[config.mk]
export PLATFORM = sky130hd
export DESIGN_NAME = esw_in_arb
export DESIGN_NICKNAME = d
export VERILOG_FILES = /design/src/rtl/esw_pkg.sv /design/src/rtl/esw_rr_pick.sv /design/src/rtl/esw_in_arb.sv
export SDC_FILE = /design/constraint.sdc
export NUM_CORES = 1
export LEC_CHECK = 0
export BUFFER_PORTS_ARGS = -buffer_cell sky130_fd_sc_hd__clkbuf_2
export CAP_MARGIN = 20
export CORE_AREA = 2 2 320 322
export CTS_CLUSTER_DIAMETER = 150
export DETAILED_ROUTE_END_ITERATION = 16
export DIE_AREA = 0 0 322 324
export GPL_TIMING_DRIVEN = 0
export MAX_ROUTING_LAYER = met4
export REMOVE_ABC_BUFFERS = 1
export SYNTH_ARGS = -nofsm -noshare
export SYNTH_HDL_FRONTEND = slang
export SYNTH_HIERARCHICAL = 1
export SYNTH_SLANG_ARGS = --single-unit
[constraint.sdc]
create_clock -name clk -period 11.9 [get_ports clk]
set_input_delay 2.38 -clock clk [delete_from_list [all_inputs] [get_ports clk]]
set_output_delay 2.38 -clock clk [all_outputs]
set_load 0.005 [all_outputs]
[src/rtl/esw_pkg.sv]
`default_nettype none
// ============================================================================
// esw_pkg : shared word tags, data width and arbiter FSM encoding.
// Revision: 1.0
// ============================================================================
package esw_pkg;

  localparam int DATA_W = 134;

  localparam logic [1:0] TAG_HEAD = 2'b01;
  localparam logic [1:0] TAG_BODY = 2'b11;
  localparam logic [1:0] TAG_TAIL = 2'b10;

  localparam logic [1:0] IDLE  = 2'd0;
  localparam logic [1:0] SEND  = 2'd1;
  localparam logic [1:0] VALID = 2'd2;

  function automatic logic [1:0] word_tag(input logic [DATA_W-1:0] w);
    return w[DATA_W-1 -: 2];
  endfunction

endpackage
`default_nettype wire

[src/rtl/esw_rr_pick.sv]
`default_nettype none
// ============================================================================
// esw_rr_pick : 4-way round-robin pick, first request at or above ptr_i.
// Revision: 1.0
// ============================================================================
module esw_rr_pick
  import esw_pkg::*;
(
  input  logic [3:0] req_i,
  input  logic [1:0] ptr_i,
  output logic [1:0] gnt_o,
  output logic       any_o
);

  logic [1:0] w_idx;
  logic       w_found;

  always_comb begin
    gnt_o   = ptr_i;
    w_found = 1'b0;
    w_idx   = ptr_i;
    for (int i = 0; i < 4; i++) begin
      w_idx = ptr_i + 2'(i);
      if (!w_found && req_i[w_idx]) begin
        gnt_o   = w_idx;
        w_found = 1'b1;
      end
    end
  end

  assign any_o = |req_i;

endmodule
`default_nettype wire

[src/rtl/esw_in_arb.sv]
`default_nettype none
// ============================================================================
// esw_in_arb : packet-level round-robin merge of four ingress queues.
// Option macro ESW_ARB_STRICT_PRIO_EN gives port 0 strict priority.
// Revision: 1.0
// ============================================================================
module esw_in_arb
  import esw_pkg::*;
#(
  parameter int CNT_W = 32
) (
  input  logic              clk,
  input  logic              rst,
  input  logic [DATA_W-1:0] in_data_0,
  input  logic [DATA_W-1:0] in_data_1,
  input  logic [DATA_W-1:0] in_data_2,
  input  logic [DATA_W-1:0] in_data_3,
  output logic              out_data_rd_0,
  output logic              out_data_rd_1,
  output logic              out_data_rd_2,
  output logic              out_data_rd_3,
  input  logic              in_valid_0,
  input  logic              in_valid_1,
  input  logic              in_valid_2,
  input  logic              in_valid_3,
  input  logic              in_valid_empty_0,
  input  logic              in_valid_empty_1,
  input  logic              in_valid_empty_2,
  input  logic              in_valid_empty_3,
  output logic              out_valid_rd_0,
  output logic              out_valid_rd_1,
  output logic              out_valid_rd_2,
  output logic              out_valid_rd_3,
  output logic [DATA_W-1:0] out_data,
  output logic              out_data_wr,
  output logic              out_valid,
  output logic              out_valid_wr,
  input  logic              in_alf,
  output logic [CNT_W-1:0]  arb_pkt_cnt_0,
  output logic [CNT_W-1:0]  arb_pkt_cnt_1,
  output logic [CNT_W-1:0]  arb_pkt_cnt_2,
  output logic [CNT_W-1:0]  arb_pkt_cnt_3
);

  logic [DATA_W-1:0] w_data [4];
  logic [3:0]        w_valid;
  logic [3:0]        w_req;
  logic [3:0]        w_pick_req;
  logic [1:0]        w_rr_gnt;
  logic              w_pick_any;
  logic [1:0]        w_gnt;
  logic              w_any;
  logic              w_rr_upd;
  logic [DATA_W-1:0] w_cur;
  logic              w_cur_valid;
  logic              w_send;
  logic [3:0]        w_data_rd;
  logic [3:0]        w_valid_rd;

  logic [1:0]        state_q, state_d;
  logic [1:0]        gnt_q, gnt_d;
  logic [1:0]        rr_ptr_q, rr_ptr_d;
  logic [DATA_W-1:0] out_data_q, out_data_d;
  logic              out_data_wr_q, out_data_wr_d;
  logic              out_valid_q, out_valid_d;
  logic              out_valid_wr_q, out_valid_wr_d;
  logic [CNT_W-1:0]  cnt_q [4];

  assign w_data[0] = in_data_0;
  assign w_data[1] = in_data_1;
  assign w_data[2] = in_data_2;
  assign w_data[3] = in_data_3;
  assign w_valid   = {in_valid_3, in_valid_2, in_valid_1, in_valid_0};
  assign w_req     = ~{in_valid_empty_3, in_valid_empty_2,
                       in_valid_empty_1, in_valid_empty_0};

`ifdef ESW_ARB_STRICT_PRIO_EN
  // Port 0 bypasses the rotation; the pointer only tracks ports 1-3.
  assign w_pick_req = {w_req[3:1], 1'b0};
  assign w_gnt      = w_req[0] ? 2'd0 : w_rr_gnt;
  assign w_any      = w_req[0] | w_pick_any;
  assign w_rr_upd   = (gnt_q != 2'd0);
`else
  assign w_pick_req = w_req;
  assign w_gnt      = w_rr_gnt;
  assign w_any      = w_pick_any;
  assign w_rr_upd   = 1'b1;
`endif

  esw_rr_pick u_pick (
    .req_i (w_pick_req),
    .ptr_i (rr_ptr_q),
    .gnt_o (w_rr_gnt),
    .any_o (w_pick_any)
  );

  assign w_cur       = w_data[gnt_q];
  assign w_cur_valid = w_valid[gnt_q];
  assign w_send      = (state_q == SEND) && !in_alf;
  assign w_data_rd   = w_send ? (4'b0001 << gnt_q) : 4'b0000;
  assign w_valid_rd  = (state_q == VALID) ? (4'b0001 << gnt_q) : 4'b0000;

  always_comb begin
    state_d        = state_q;
    gnt_d          = gnt_q;
    rr_ptr_d       = rr_ptr_q;
    out_data_d     = out_data_q;
    out_data_wr_d  = 1'b0;
    out_valid_d    = out_valid_q;
    out_valid_wr_d = 1'b0;
    case (state_q)
      IDLE: begin
        if (!in_alf && w_any) begin
          gnt_d   = w_gnt;
          state_d = SEND;
        end
      end
      SEND: begin
        if (w_send) begin
          out_data_d    = w_cur;
          out_data_wr_d = 1'b1;
          if (word_tag(w_cur) == TAG_TAIL) begin
            state_d = VALID;
          end
        end
      end
      VALID: begin
        out_valid_d    = w_cur_valid;
        out_valid_wr_d = 1'b1;
        if (w_rr_upd) begin
          rr_ptr_d = gnt_q + 2'd1;
        end
        state_d = IDLE;
      end
      default: state_d = IDLE;
    endcase
  end

  always_ff @(posedge clk or posedge rst) begin
    if (rst) begin
      state_q        <= IDLE;
      gnt_q          <= 2'd0;
      rr_ptr_q       <= 2'd0;
      out_data_q     <= '0;
      out_data_wr_q  <= 1'b0;
      out_valid_q    <= 1'b0;
      out_valid_wr_q <= 1'b0;
    end else begin
      state_q        <= state_d;
      gnt_q          <= gnt_d;
      rr_ptr_q       <= rr_ptr_d;
      out_data_q     <= out_data_d;
      out_data_wr_q  <= out_data_wr_d;
      out_valid_q    <= out_valid_d;
      out_valid_wr_q <= out_valid_wr_d;
    end
  end

  always_ff @(posedge clk or posedge rst) begin
    if (rst) begin
      for (int i = 0; i < 4; i++) begin
        cnt_q[i] <= '0;
      end
    end else begin
      for (int i = 0; i < 4; i++) begin
        if (w_valid_rd[i]) begin
          cnt_q[i] <= cnt_q[i] + CNT_W'(1);
        end
      end
    end
  end

  assign out_data_rd_0  = w_data_rd[0];
  assign out_data_rd_1  = w_data_rd[1];
  assign out_data_rd_2  = w_data_rd[2];
  assign out_data_rd_3  = w_data_rd[3];
  assign out_valid_rd_0 = w_valid_rd[0];
  assign out_valid_rd_1 = w_valid_rd[1];
  assign out_valid_rd_2 = w_valid_rd[2];
  assign out_valid_rd_3 = w_valid_rd[3];
  assign out_data       = out_data_q;
  assign out_data_wr    = out_data_wr_q;
  assign out_valid      = out_valid_q;
  assign out_valid_wr   = out_valid_wr_q;
  assign arb_pkt_cnt_0  = cnt_q[0];
  assign arb_pkt_cnt_1  = cnt_q[1];
  assign arb_pkt_cnt_2  = cnt_q[2];
  assign arb_pkt_cnt_3  = cnt_q[3];

endmodule
`default_nettype wire

==> results.cfg, run 1 <==
[worst_setup_path]
critPathLaunchType = input pin
criticalPathCategory = input pin to output port
endpoint_kind = output port
r2r-end = out_data[115]
cp_data_required_time_ns = 9.52
rr_worst_depth = 7
r2r_slack_ns = 8.76
rr_startpoint = state_q[1]
critPathMaxFanout = 59
crit_arrival_ns = 4.59

[route]
drc = 0
drtAntennaViolNets = 0
drtIter0Drc = 955
wl_per_cell_um = 25.09
routed_wl_mm = 87.63
drtPass1Iterations = 5
num_vias = 14250
viasPerCell = 4.080

[logic_synthesis]
synth_seq_area_share = 0.4621
synth_fa_ha_area_frac = 0.006821
avgSynthCellArea_um2 = 11.14
synth_xor_area_frac = 0.07401
synth-edff-count = 0
ys_ff_latch = 271
synth.mux.area_fraction = 0.2103
yosys_warnings = 6
synth.distinct_cells = 45
synth_compound_gate_area_share = 0.004093
synth_top_family_by_area = simple AND/OR/NAND/NOR gates
ys.flop_type = dfrtp_1
syn_area_mm2 = 0.01467
synthSimpleGateAreaFrac = 0.2130
async_reset_ff_frac = 1.000
syn_inst = 1317

[sta]
hold_violations = 0
setup_viol = 0
fin_ws_ns = 4.932
finalCriticalPeriod_ns = 6.968
rsz0062_at_grt = false
slew_headroom = 0.4030
post-route-period-util = 0.5855
fmax_mhz = 143.5
skew_ns = 0.01658
worstMarginPinSlew_ns = 0.8887
slew_viol_final = 0

[finish]
final_util = 0.2166
drive_gt1_frac = 0.4947
finalNonFillerCells = 3493
area_delta_synth_final_pct = 49.07
nNetsFinal = 2679
fill_cells = 11100

[clock_tree]
cts_tree = built
cts_resized = 0
insertion_delay_ns = 0.59
cts_buffers = 38
cts.sinks = 271
post_cts_buffers = 0
cts_root_buf = clkbuf_16
cts_hold_buf = 0
h-tree-depth = 2
clk_pin_slew_ns = 0.06
cts_buffer_depth = 3

[placement]
dp_slack_ns = 4.901
numPortBuffers = 819
dp_hpwl_mm = 74.04
gp_routability_congestion = 0.9866
placedCellCount = 3393

[grt]
grt_use_total = 0.1665
grt_max_degree = 114
grt_pass1_vias = 13840
antenna_found_initial = 46
grt_first_pass_wirelength_mm = 115.0
grt_overflow = 0

[floorplanning]
rows = 117
die_h_um = 324
die_w_um = 322
die_area_mm2 = 0.1043
ios = 820
initial_core_util = 0.1453
core-area_mm2 = 0.1010

[run_status]
status = complete, no violations

[power]
ir_drop_uv = 144.7
p_leak_nw = 10.83
p_per_area_mw_per_mm2 = 199.6

[min_path]
hp-class = register to register
min_path_cells = 1
min_to = arb_pkt_cnt_1[31]
hold_path_startpoint = arb_pkt_cnt_1[31]

[run]
max_cap_violations = 0
worst max-delay path by stage:
stage | from | slack, ns | end
after floorplan | in_alf | 1.49 | out_data_rd_0
after global placement | in_alf | -8.00 | out_data_rd_2
after detailed placement | in_alf | 4.90 | out_data_rd_2
after CTS | in_alf | 4.90 | out_data_rd_2
after global routing | in_alf | 4.79 | out_data_rd_2
final | in_alf | 4.93 | out_data_rd_2
logic make-up (layout without fill, tap and decap cells):
group,count (synthesis),after routing
AOI/OAI and AO/OA,9,9
buffers and inverters,97,933
adders and majority gates,8,8
xor gates and xnor gates,124,124
DFF,271,271
other,0,31
muxes,139,139
and+or+nand+nor,669,669
worst max-delay path, stage by stage:
cell	delay [ns]
clkbuf_2	0.10
inv_1	0.06
nand3b_1	0.54
buf_8	0.39
buf_8	0.17
inv_6	0.45
and2_1	0.23
clkbuf_2	0.11
synthesized netlist by cell type, drive strengths merged, types with 15 or more instances:
master  instances  area [um^2]
nor3           15        102.6
and3           17        106.4
inv            26        97.59
nand2         451         1693
nand4          60        387.9
xnor2         107        937.2
nor2           27        101.4
buf            34        198.9
dfrtp         271         6782
clkbuf         37        138.9
nand3          50        255.3
xor2           17        148.9
mux4          135         3040
state kept, by name, indices dropped and copies added (netlist names):
register	flops
arb_pkt_cnt_0	32
arb_pkt_cnt_1	32
arb_pkt_cnt_2	32
arb_pkt_cnt_3	32
gnt_q	2
out_data	134
out_data_wr	1
out_valid	1
out_valid_wr	1
rr_ptr_q	2
state_q	2
report_power, final:
part	total, W	leakage, nW	switching (W)	internal, W
clock	0.00123	0.626	0.000486	0.000739
sequential	0.00136	3.55	0.000189	0.00117
combinational	0.00179	6.66	0.00102	0.000766
total	0.00437	10.8	0.00170	0.00267
per-layer routing:
metal	vias up	wire, um	global-route usage
li1	6292	-	-
met4	0	3448	0.06729
met2	781	38740	0.2435
met3	149	10000	0.07667
met1	7031	35440	0.1971
met5	-	0	-
placed cells by master (no fill, tap or decap), types with 5 or more instances in the layout:
cell type / Yosys / layout
clkbuf_2: 0 / 819
nand2_1: 451 / 451
dfrtp_1: 271 / 269
mux4_2: 135 / 135
xnor2_1: 107 / 107
nand4_1: 58 / 58
nand3_1: 49 / 49
clkbuf_16: 0 / 38
diode_2: 0 / 31
nor2_1: 27 / 27
inv_1: 25 / 23
and3_1: 17 / 17
xor2_1: 17 / 17
nor3_1: 12 / 11
buf_16: 0 / 10
clkbuf_1: 37 / 9
and4_1: 8 / 8
ha_1: 8 / 8
and2_1: 7 / 7
nor4_4: 6 / 6
clkbuf_8: 0 / 6
buf_8: 0 / 6
bufinv_16: 0 / 5
metrics by stage:
stage	power, W	setup TNS, ns	area, um^2	hold WS, ns
4_1_cts	0.004480	0	21800	0.4733
3_3_place_gp	0.003390	-1433.57	20070	0.4596
6_report	0.004367	0	21870	0.4687
2_1_floorplan	0.002345	0	14340	0.4683
3_5_place_dp	0.003216	0	20490	0.4609
5_1_grt	0.004662	0	21860	0.4820
layout make-up:
cell class / instances / area (um^2) / area share
well taps: 1309 / 1638 / 0.07487
diodes: 31 / 77.57 / 0.003546
multi-input cells: 949 / 7468 / 0.3414
flip-flops and latches: 271 / 6789 / 0.3104
repair buffers: 838 / 4487 / 0.2051
inverters: 26 / 110.1 / 0.005033
clock buffers: 53 / 1067 / 0.04879
clock inverters: 16 / 237.7 / 0.01087
Power figures use the tool's default switching activity.
==> run 2: changes to the inputs <==
- ABC_AREA: unset -> 1
- clock period: 11.9 -> 6.8 ns (I/O delays scaled with it)
==> run 2 against run 1 <==
  * Via count increased by 31%
  * Largest power group unchanged
  * Sequential share of layout area down 1.6 points
  * Highest routed layer unchanged
  * Non-clock buffer count shrank 8
  * Count of clock-buffer cells in the layout shrank 4
  * Sequential cell count unchanged
  * Sequential power rose by 77%
  * Total power rose by 100%
==> results.cfg, run 2 <==
[grt]
grt_use_total = 0.1609
grt_pass1_vias = 17660
grt.busiest_layer = met2
grt_overflow = 0
grt_use_met1 = 0.1983
antenna_found_initial = 8
grt_max_degree = 180
grtUsageMet2 = 0.2463
grt_first_pass_wirelength_mm = 119.4
grt_use_met3 = 0.05831

[logic_synthesis]
ys_ff_latch = 271
synth.distinct_cells = 33
syn_area_mm2 = 0.01623
synth_area_leaders = dfrtp_1 42%, nand2_1 17%, nor2_1 8.5%
async_reset_ff_frac = 1.000
synth_seq_area_share = 0.4178
synth-edff-count = 0
avgSynthCellArea_um2 = 6.975
yosys_warnings = 6
synth_top_area_frac = 0.4178
yosys-top-cells-count = 732 x nand2_1, 368 x nor2_1, 273 x o21ai_0
syn_inst = 2327
yosysMostFrequentCell = nand2_1
synth_top_cell_by_area = dfrtp_1
ys.flop_type = dfrtp_1

[sta]
rsz0062_at_grt = false
setup_viol = 0
tns_ns = 0
fmax_mhz = 208.5
slew_headroom = 0.2650
hold_violations = 0
skew_ns = 0.02338
post-route-period-util = 0.7052
finalCriticalPeriod_ns = 4.796
worstMarginPinSlew_ns = 1.102
fin_ws_ns = 2.004
slew_viol_final = 0
hold_ws_ns = 0.4770

[clock_tree]
cts_buffers = 37
cts_hold_buf = 0
insertion_delay_ns = 0.59
cts_resized = 0
cts_tree = built
post_cts_buffers = 0
cts_root_buf = clkbuf_16
clk_pin_slew_ns = 0.06
cts.sinks = 271
cts_buffer_depth = 3
h-tree-depth = 2

[floorplanning]
core-area_mm2 = 0.1010
rows = 117
ios = 820
initial_core_util = 0.1607
die_area_mm2 = 0.1043
die_h_um = 324
die_w_um = 322

[finish]
nNetsFinal = 3629
area_delta_synth_final_pct = 42.26
final_util = 0.2286
largest_reg_flops = 134
final_common_cell = clkbuf_2
drive_gt1_frac = 0.3026
layout_common_cells = 819 x clkbuf_2, 732 x nand2_1, 368 x nor2_1

[route]
drtPass1Iterations = 6
drtIter0Drc = 1250
drc = 0
wl_per_cell_um = 19.27
drtAntennaViolNets = 0
viasPerCell = 4.235
routed_wl_mm = 85.13
num_vias = 18710

[power]
total_power_w = 0.008737
ir_drop_uv = 760.5
p_per_area_mw_per_mm2 = 378.4
p_leak_nw = 11.91

[placement]
gp_routability_congestion = 0.9076
dp_slack_ns = 2.026
numPortBuffers = 819
dp_hpwl_mm = 67.68

[worst_setup_path]
max_stage_delay_ns = 0.52
critPathMaxFanout = 89
crit_family = buffers and inverters
cp_cell_sequence = clkbuf_2, nor2_8, buf_16, inv_6, buf_16, nor2_1, clkbuf_2
slowest_stage = nor2_8
critPathLaunchType = input pin
crit_arrival_ns = 3.44
criticalPathCategory = input pin to output port
endpoint_kind = output port
cp_data_required_time_ns = 5.44
critPathBufInv = 5

[run_status]
status = complete, no violations

[run]
max_cap_violations = 0

[min_path]
hp-class = register to register
## run 2: power breakdown
group          internal (W)  leakage, nW  switching (W)
registers           0.00204         3.56       0.000363
logic               0.00132         7.71        0.00284
clock network       0.00132        0.646       0.000851
## run 2: per-layer routing
metal	up-vias	part of all wire
met2	749	0.44
met1	8751	0.43
met4	0	0.028
li1	9104	-
met5	-	0
met3	108	0.095
## run 2: kinds of logic after synthesis
family | count (synthesis) | synth area share
AO/OA/AOI/OAI | 411 | 0.1370
XOR/XNOR | 72 | 0.03885
adder cells (fa/ha/maj) | 8 | 0.006167
buffers and inverters | 257 | 0.06575
flip-flops | 271 | 0.4178
AND/OR/NAND/NOR | 1308 | 0.3345
## run 2: layout make-up
cell class	instances	area [um^2]
well taps	1309	1638
clock buffers	49	1042
multi-input cells	1799	8383
fillers	11330	77920
clock inverters	19	286.5
diodes	6	15.01
inverters	135	535.5
flip-flops and latches	271	6789
repair buffers	830	4402
## run 2: worst paths after layout
path	from	to	slack, ns	cells past startpoint
setup / recovery	in_alf	out_data_rd_0	2.00	7
hold / removal	out_data[65]	out_data[65]	0.48	2
setup reg to reg	gnt_q[1]	out_data[23]	3.43	7
hold reg to reg	out_data[65]	out_data[65]	0.48	2
max in group asynchronous	rst	out_data[56]	4.92	3
min in group asynchronous	rst	arb_pkt_cnt_3[22]	0.83	2
## run 2: worst reg2reg max path: stages (launching register included)
cell	delay, ns
dfrtp_4	0.71
buf_16	0.34
inv_4	0.59
buf_16	0.32
o21ai_0	0.23
o22ai_1	0.85
nand2_1	0.16
nand2_1	0.10
## run 2: through the flow
| stage | instance area (um^2) | cells |
|---|---|---|
| after floorplan | 15680 | 2205 |
| after global placement | 21410 | 4333 |
| after detailed placement | 21750 | 4344 |
| after CTS | 23080 | 4412 |
| after global routing | 23090 | 4416 |
| final | 23090 | 4418 |
